--- src/rtl/index_bitmap_pkg.sv ---
// Shared types and default widths for the index-to-bitmap builder.
package index_bitmap_pkg;

    localparam int unsigned DATA_WD_DEF = 8;
    localparam int unsigned IND_WD_DEF  = $clog2(DATA_WD_DEF);
    localparam int unsigned CNT_WD_DEF  = $clog2(DATA_WD_DEF + 1);

    typedef enum logic {
        ST_EMPTY = 1'b0,
        ST_FULL  = 1'b1
    } out_state_e;

    // Frame payload at the default width: bitmap, popcount and error flags.
    typedef struct packed {
        logic [DATA_WD_DEF-1:0] map;
        logic [CNT_WD_DEF-1:0]  cnt;
        logic                   dup;
        logic                   oor;
    } bitmap_frame_t;

endpackage

--- src/rtl/index_decoder.sv ---
// Combinational index-to-one-hot decode with an out-of-range flag.
module index_decoder
    import index_bitmap_pkg::*;
#(
    parameter int unsigned DATA_WD = DATA_WD_DEF,
    parameter int unsigned IND_WD  = $clog2(DATA_WD)
) (
    input  logic [IND_WD-1:0]  i_idx,
    output logic [DATA_WD-1:0] o_bit,
    output logic               o_oor
);

    // Indices past the top bit shift the one out entirely, giving all zeros.
    assign o_oor = (32'(i_idx) >= DATA_WD);
    assign o_bit = DATA_WD'(1) << i_idx;

endmodule

--- src/rtl/index_to_bitmap_builder.sv ---
// Accumulates a stream of bit indices into a bitmap per frame and presents
// each completed frame in a registered valid/ready output slot.
module index_to_bitmap_builder
    import index_bitmap_pkg::*;
#(
    parameter int unsigned DATA_WD = DATA_WD_DEF,
    parameter int unsigned IND_WD  = $clog2(DATA_WD),
    parameter int unsigned CNT_WD  = $clog2(DATA_WD + 1)
) (
    input  logic               i_clk,
    input  logic               i_rst_n,
    input  logic               i_idx_valid,
    output logic               o_idx_ready,
    input  logic [IND_WD-1:0]  i_idx,
    input  logic               i_idx_last,
    output logic               o_map_valid,
    input  logic               i_map_ready,
    output logic [DATA_WD-1:0] o_map,
    output logic [CNT_WD-1:0]  o_map_cnt,
    output logic               o_map_dup,
    output logic               o_map_oor
);

    typedef struct packed {
        logic [DATA_WD-1:0] map;
        logic [CNT_WD-1:0]  cnt;
        logic               dup;
        logic               oor;
    } frame_t;

    out_state_e         r_state;
    out_state_e         w_state_nxt;
    frame_t             r_acc;
    frame_t             r_out;
    frame_t             w_acc_upd;
    logic [DATA_WD-1:0] w_bit;
    logic               w_oor;
    logic               w_hs_in;
    logic               w_close;

    index_decoder #(
        .DATA_WD (DATA_WD),
        .IND_WD  (IND_WD)
    ) u_dec (
        .i_idx (i_idx),
        .o_bit (w_bit),
        .o_oor (w_oor)
    );

    // The slot can take a new frame whenever it is empty or being drained.
    assign o_idx_ready = (r_state == ST_EMPTY) || i_map_ready;
    assign w_hs_in     = i_idx_valid && o_idx_ready;
    assign w_close     = w_hs_in && i_idx_last;

    // Accumulator after this beat; the count only moves on a newly set bit.
    always_comb begin
        w_acc_upd = r_acc;
        if (w_oor) begin
            w_acc_upd.oor = 1'b1;
        end else if ((r_acc.map & w_bit) != '0) begin
            w_acc_upd.dup = 1'b1;
        end else begin
            w_acc_upd.map = r_acc.map | w_bit;
            w_acc_upd.cnt = r_acc.cnt + CNT_WD'(1);
        end
    end

    always_ff @(posedge i_clk or negedge i_rst_n) begin
        if (!i_rst_n) begin
            r_acc <= '0;
        end else if (w_close) begin
            r_acc <= '0;
        end else if (w_hs_in) begin
            r_acc <= w_acc_upd;
        end
    end

    always_ff @(posedge i_clk or negedge i_rst_n) begin
        if (!i_rst_n) begin
            r_out <= '0;
        end else if (w_close) begin
            r_out <= w_acc_upd;
        end
    end

    always_ff @(posedge i_clk or negedge i_rst_n) begin
        if (!i_rst_n) begin
            r_state <= ST_EMPTY;
        end else begin
            r_state <= w_state_nxt;
        end
    end

    // A closing beat always refills the slot, even while it is being drained.
    always_comb begin
        w_state_nxt = r_state;
        unique case (r_state)
            ST_EMPTY: begin
                if (w_close) w_state_nxt = ST_FULL;
            end
            ST_FULL: begin
                if (i_map_ready && !w_close) w_state_nxt = ST_EMPTY;
            end
            default: w_state_nxt = ST_EMPTY;
        endcase
    end

    assign o_map_valid = (r_state == ST_FULL);
    assign o_map       = r_out.map;
    assign o_map_cnt   = r_out.cnt;
    assign o_map_dup   = r_out.dup;
    assign o_map_oor   = r_out.oor;

endmodule

--- config.mk ---
export PLATFORM = sky130hd
export DESIGN_NAME = index_to_bitmap_builder
export DESIGN_NICKNAME = d
export VERILOG_FILES = /design/src/rtl/index_bitmap_pkg.sv /design/src/rtl/index_decoder.sv /design/src/rtl/index_to_bitmap_builder.sv
export SDC_FILE = /design/constraint.sdc
export NUM_CORES = 1
export LEC_CHECK = 0
export CAP_MARGIN = 20
export CORE_MARGIN = 1.5
export CORE_UTILIZATION = 50
export DETAILED_ROUTE_END_ITERATION = 6
export PLACE_DENSITY = 0.79
export SYNTH_ARGS = -nofsm -noshare
export SYNTH_HDL_FRONTEND = slang
export SYNTH_SLANG_ARGS = --single-unit
export TNS_END_PERCENT = 1
--- constraint.sdc ---
create_clock -name i_clk -period 1.9 [get_ports i_clk]
set_input_delay 0.19 -clock i_clk [delete_from_list [all_inputs] [get_ports i_clk]]
set_output_delay 0.19 -clock i_clk [all_outputs]
set_load 0.01 [all_outputs]
==> qor_table.md, run 1 <==
| Metric | Reported |
|---|---|
| Run status | finished clean |
| Total negative slack | 0 ns |
| CTS tree | built |
| Place WS | -0.2985 ns |
| Register area share after synthesis | 51.92% |
| Gp weighted congestion | 0.8491 |
| Clock-pin slew on the worst setup and hold paths | 0.13 ns |
| Gate count of the mapped netlist | 134 |
| Initial DRC count | 21 |
| Vias in the first global route | 955 |
| Clock network power share | 15.1% |
| Pin count of the biggest net entering global routing | 36 |
| Setup-violating endpoint count in the final report | 0 |
| Most frequent cells in the layout | 27 x nor2_1, 27 x dfrtp_1, 22 x clkdlybuf4s50_1 |
| Leak pwr | 0.6987 nW |
| Detailed-route DRC error count | 0 |
| Nature of the critical path startpoint | primary input |
| Global Route Usage Sum | 19.15% |
| Final Routed Wirelength | 2404 um |
| RSZ-0062 raised after global routing | false |
| Number of antenna repair diodes | 0 |
| Fin crit share | 97.47% |
| Die Y | 54.02 um |
| Endpoint class of the critical path | flop |
| Kind of path behind the tightest hold check | primary input to async pin |
| Minimum clock period | 1.852 ns |
| Arrival time worst endpoint | 2.10 ns |
| Syn Nets | 143 |
| Hold buffer count at cts | 0 |
| Floorplan row count | 18 |
| Number of antenna violations at the first check in global routing | 0 |
| Areal power density over the cells | 976.7 mW/mm^2 |
| Wirelength per Cell | 12.65 um |
| GR Overflow Total | 0 |
| Cell Int Power | 1.082 mW |
| Top-level I/O count | 24 |
| Post-cts repair resize count | 0 |
| Post-route standard cell area excluding fillers | 0.001605 sq mm |
| Worst Path Max Fanout | 6 |
| Core Footprint | 0.002477 sq mm |
| Sequential power share | 51.2% |
| Final #Nets | 170 |
| Number of warnings issued by yosys | 0 |
| Share of layout cells above drive strength 1 | 10.63% |
| Sw frac | 31.01% |
| Effective utilization at floorplan | 52.53% |
| Number of placed instances, taps included | 186 |
| Post-detailed-route via-to-cell ratio | 5.500 |
| Max Clk Rate | 540.0 MHz |
| Final setup slack of the worst path | 0.04802 ns |
| Number of H-tree branching levels | 1 |
| Synthesized cell area | 0.001301 sq mm |
| Avg Synthesized Cell Area | 9.711 sq um |
| Number of buffers added on ports | 22 |
| Inserted Clock Buffers | 3 |
| Router iterations before antenna repair | 4 |
| Layout Cells excl Fill | 190 |
| Worst path required time | 2.15 ns |
| Sink Count | 27 |
| Max IR drop VDD | 0.0005620 V |
| Number of max-cap violations | 0 |
| Setup fix buffers added after clock tree synthesis | 0 |
| Total half-perimeter wirelength after legalization and detailed placement | 1773 um |
| Relative area change from synthesis to final layout | 23.37% |
| Start-to-end type of the worst setup path | primary input to flop |
| Number of distinct library cell variants in the gate-level netlist after synthesis | 30 |
| Vias after detailed routing | 1045 |
| Net switching power of the design | 0.4862 mW |
| Worst-Skew Late Latency | 0.31 ns |
| Final hold violation count | 0 |
| Cell chosen for the clock root | clkbuf_4 |
| Count of fill cells added during filler insertion | 217 |
| DP Area | 0.001579 sq mm |
| Area of the die | 0.002918 sq mm |
| Global-route wire length before repair | 4008 um |
| Largest buffer count on any clock path | 2 |
| Die X | 54.02 um |
| Antenna Violating Nets Remaining | 0 |
| Worst-case clock skew | 0.001332 ns |
| Max Transition Viols Final | 0 |
| Post-synthesis register bit count | 27 |
| Relative contribution of combinational cells to total power | 33.7% |
## synthesized netlist by cell type, drive strengths merged
cell	count	area share, %
a211o	1	0.67
or3	3	1.4
mux2i	1	0.77
xnor2	1	0.67
o21ai	2	0.77
clkbuf	5	1.4
nor2b	2	0.96
ha	1	0.96
a221o	2	1.5
buf	5	3.7
and3	1	0.48
a31oi	10	4.8
nand2b	4	1.9
nand3	1	0.38
and2	1	0.48
nor3b	1	0.58
and2b	1	0.67
conb	1	0.29
nor3	3	1.2
mux4	2	3.5
a21oi	19	7.3
nor2	27	7.8
nor4b	1	0.67
o221ai	1	0.67
a41oi	1	0.67
dfrtp	27	52
mux2	1	1.2
inv	3	0.87
nand2	6	1.7
## power by group through the flow
stage | sequential [mW] | combinational (mW) | clock (mW)
5_1_grt | 0.820 | 0.585 | 0.275
4_1_cts | 0.802 | 0.533 | 0.251
3_3_place_gp | 0.806 | 0.518 | 0
3_5_place_dp | 0.815 | 0.530 | 0
2_1_floorplan | 0.833 | 0.256 | 0
6_report | 0.803 | 0.528 | 0.237
## registers in the layout, summed over array words and instances, names as in the netlist
register     count
o_map            8
o_map_cnt        4
o_map_dup        1
r_acc           13
o_map_valid      1
## cells by family after synthesis
logic type	share of synthesized area, %
XOR/XNOR	0.6732
other	0.2882
AND/OR/NAND/NOR	18.27
AO/OA/AOI/OAI	16.44
flip-flops	51.92
buffers and inverters	6.057
adder cells (fa/ha/maj)	0.9614
multiplexers	5.384
## critical path, stage by stage
cell,delay [ns]
clkdlybuf4s50_1,0.56
mux4_2,0.54
mux2_4,0.31
or3_1,0.34
a31oi_1,0.16
## metrics by stage
| step | total power [mW] | utilization, % | hold slack (ns) |
|---|---|---|---|
| after floorplan | 1.089 | - | -0.1056 |
| after global placement | 1.323 | 63.74 | 0.4844 |
| after detailed placement | 1.345 | 63.74 | 0.4993 |
| after CTS | 1.586 | 64.80 | 0.2322 |
| after global routing | 1.680 | 64.80 | 0.2423 |
| final | 1.568 | 64.80 | 0.2328 |
## area by class of cell
type	instances	area, sq um	area share (%)
timing repair buffer	32	307.8	19.17
sequential	27	675.6	42.09
multi-input combinational	94	546.8	34.06
clock buffer	4	26.28	1.637
tap	30	37.54	2.338
inverter	3	11.26	0.7015
## metal layers
| metal | global-route usage (%) | vias up | part of all wire (%) | wire [um] |
|---|---|---|---|---|
| met1 | 24.60 | 497 | 45 | 1082 |
| li1 | - | 521 | - | - |
| met3 | 3.611 | 2 | 3.3 | 80 |
| met2 | 31.50 | 25 | 51 | 1227 |
| met5 | 0 | - | 0 | 0 |
| met4 | 8.333 | 0 | 0.54 | 13 |
## path summary, 6_finish.rpt
path	startpoint	to	slack, ns	depth (start not counted)
worst max-delay path	i_idx[0]	o_map_cnt[3]	0.05	5
worst min-delay path	i_rst_n	r_acc[2]	0.23	2
worst max register to register	r_acc[13]	o_map_cnt[3]	0.12	4
worst min register to register	r_acc[1]	r_acc[1]	0.53	2
max in group asynchronous	i_rst_n	o_map[4]	1.42	2
min in group i_clk	r_acc[1]	r_acc[1]	0.53	2
No activity file was read; power rests on OpenSTA's default activity.
==> inputs of run 2 (changes only) <==
Settings changed: CORE_MARGIN 1.5 to default.
==> run 2 against run 1 <==
Cell count increased by 0.53%. Global-route usage increased by 1.3 points. Sequential power about the same. Routed wire length up 2.0%. Cell area rose by 0.62%. Fmax is 3.8% higher. Clock skew grew 0.0036 ns. First-iteration DRC count fell by 48%. Critical path type is now flop to flop. Largest cell class unchanged.
==> qor_table.md, run 2 (same netlist as run 1, synthesis figures left out) <==
| Metric | Reported |
|---|---|
| Final setup slack of the worst path | 0.1151 ns |
| Inserted Clock Buffers | 3 |
| Areal power density over the cells | 974.5 mW/mm^2 |
| Run status | finished clean |
| Top-level I/O count | 24 |
| Largest buffer count on any clock path | 2 |
| Count of fill cells added during filler insertion | 215 |
| Area of the die | 0.002811 sq mm |
| Hold buffer count at cts | 0 |
| Number of buffers added on ports | 22 |
| Critical Path Sink | o_map_cnt[3] |
| Share of layout cells above drive strength 1 | 11.18% |
| CP peak stage delay | 0.49 ns |
| Initial DRC count | 11 |
| Final Routed Wirelength | 2452 um |
| Worst-Skew Late Latency | 0.32 ns |
| Antenna Violating Nets Remaining | 0 |
| CTS tree | built |
| Router iterations before antenna repair | 4 |
| Final #Nets | 171 |
| Ordered list of cells on the worst path | mux4_2 > mux2_4 > or3_1 > a31oi_1 |
| Worst Path Max Fanout | 6 |
| Total half-perimeter wirelength after legalization and detailed placement | 1777 um |
| Core Footprint | 0.002477 sq mm |
| Slowest cell on the critical path | mux4_2 |
| Global Route Usage Sum | 20.46% |
| Place WS | -0.2987 ns |
| Sink Count | 27 |
| Reg2reg setup slack | 0.12 ns |
| Most frequent cells in the layout | 27 x nor2_1, 27 x dfrtp_1, 21 x clkdlybuf4s50_1 |
| Fin crit share | 93.94% |
| Launch point of the critical path | r_acc[13] |
| Max IR drop VDD | 0.0008449 V |
| Depth of the worst register-to-register path | 4 |
| Post-route standard cell area excluding fillers | 0.001615 sq mm |
| Max Transition Viols Final | 0 |
| RSZ-0062 raised after global routing | false |
| Global-route wire length before repair | 4188 um |
| Endpoint class of the critical path | flop |
| Sum of buffers and inverters on the critical path | 0 |
| Launch point of the worst reg-to-reg path | r_acc[13] |
| Leak pwr | 0.7122 nW |
| Total negative slack | 0 ns |
| Setup-violating endpoint count in the final report | 0 |
| Cell chosen for the clock root | clkbuf_4 |
| Wirelength per Cell | 12.84 um |
| Final core occ | 65.20% |
| Post-detailed-route via-to-cell ratio | 5.550 |
| Clock-pin slew on the worst setup and hold paths | 0.14 ns |
| Max reg flops | 13 |
| Number of antenna repair diodes | 0 |
| Kind of path behind the tightest hold check | primary input to async pin |
| DP Area | 0.001587 sq mm |
| Relative area change from synthesis to final layout | 24.13% |
| Gp weighted congestion | 0.8410 |
| Start-to-end type of the worst setup path | flop to flop |
| GR Overflow Total | 0 |
| Detailed-route DRC error count | 0 |
| Number of H-tree branching levels | 1 |
| Arrival time worst endpoint | 2.04 ns |
| Layout Cells excl Fill | 191 |
| Minimum clock period | 1.785 ns |
| Nature of the critical path startpoint | flop |
| Reg with most FFs | r_acc |
| Floorplan row count | 18 |
| Die Y | 53.02 um |
| Final Total Pwr | 1.574 mW |
| Max Clk Rate | 560.3 MHz |
| Worst-case clock skew | 0.004951 ns |
| Final hold slack | 0.2153 ns |
| Vias after detailed routing | 1060 |
| Kind of cell with the highest combined delay on the critical path | multiplexers |
| R2R Path End | o_map_cnt[3] |
| Effective utilization at floorplan | 52.53% |
| Worst path required time | 2.16 ns |
| Number of antenna violations at the first check in global routing | 0 |
| Final hold violation count | 0 |
| Pin count of the biggest net entering global routing | 36 |
| Die X | 53.02 um |
| Number of max-cap violations | 0 |
| Levels on crit path | 4 |
| Vias in the first global route | 1001 |
| Number of placed instances, taps included | 187 |
[run 2: cell count changes in the layout (fill, tap and decap cells not counted)]
cell,before,now
clkdlybuf4s50_1,22,21
buf_4,9,10
dlymetal6s2s_1,0,1
[run 2: cell type report]
cell class                 count  area [sq um]  area share, %
multi-input combinational     94         546.8          33.85
tap                           30         37.54          2.324
sequential                    27         675.6          41.83
timing repair buffer          33         317.8          19.67
inverter                       3         11.26         0.6971
clock buffer                   4         26.28          1.627
[run 2: worst reg2reg max path: cells and delay by family (launching register included)]
kind,cells,cell delay (ns)
compound gates,1,0.16
flops,1,0.43
mux,2,0.80
simple gates,1,0.34
[run 2: worst min path at each step]
stage,from,endpoint,slack [ns],cells after the start
2_1_floorplan,i_rst_n,o_map[0],-0.11,0
3_3_place_gp,r_acc[1],r_acc[1],0.48,2
3_5_place_dp,r_acc[1],r_acc[1],0.50,2
4_1_cts,i_rst_n,o_map_cnt[0],0.22,2
5_1_grt,i_rst_n,o_map_cnt[0],0.23,2
6_report,i_rst_n,r_acc[2],0.22,2
[run 2: routing by layer]
| metal | GRT usage (%) | vias up | part of all wire [%] |
|---|---|---|---|
| li1 | - | 521 | - |
| met1 | 25.50 | 506 | 44 |
| met2 | 35.44 | 31 | 51 |
| met3 | 6.034 | 2 | 4.6 |
| met4 | 3.070 | 0 | 0.33 |
| met5 | 0 | - | 0 |
[run 2: power breakdown]
group	leakage (nW)	switching, mW	internal (mW)
Clock	0.0150	0.160	0.0822
Combinational	0.366	0.229	0.298
Sequential	0.331	0.0998	0.704
Total	0.712	0.490	1.08
[run 2: repair_timing]
item                       4_1_cts  5_1_grt
setup endpoints to repair        0        1
gates resized for setup          0        1
buffers inserted                 0        0
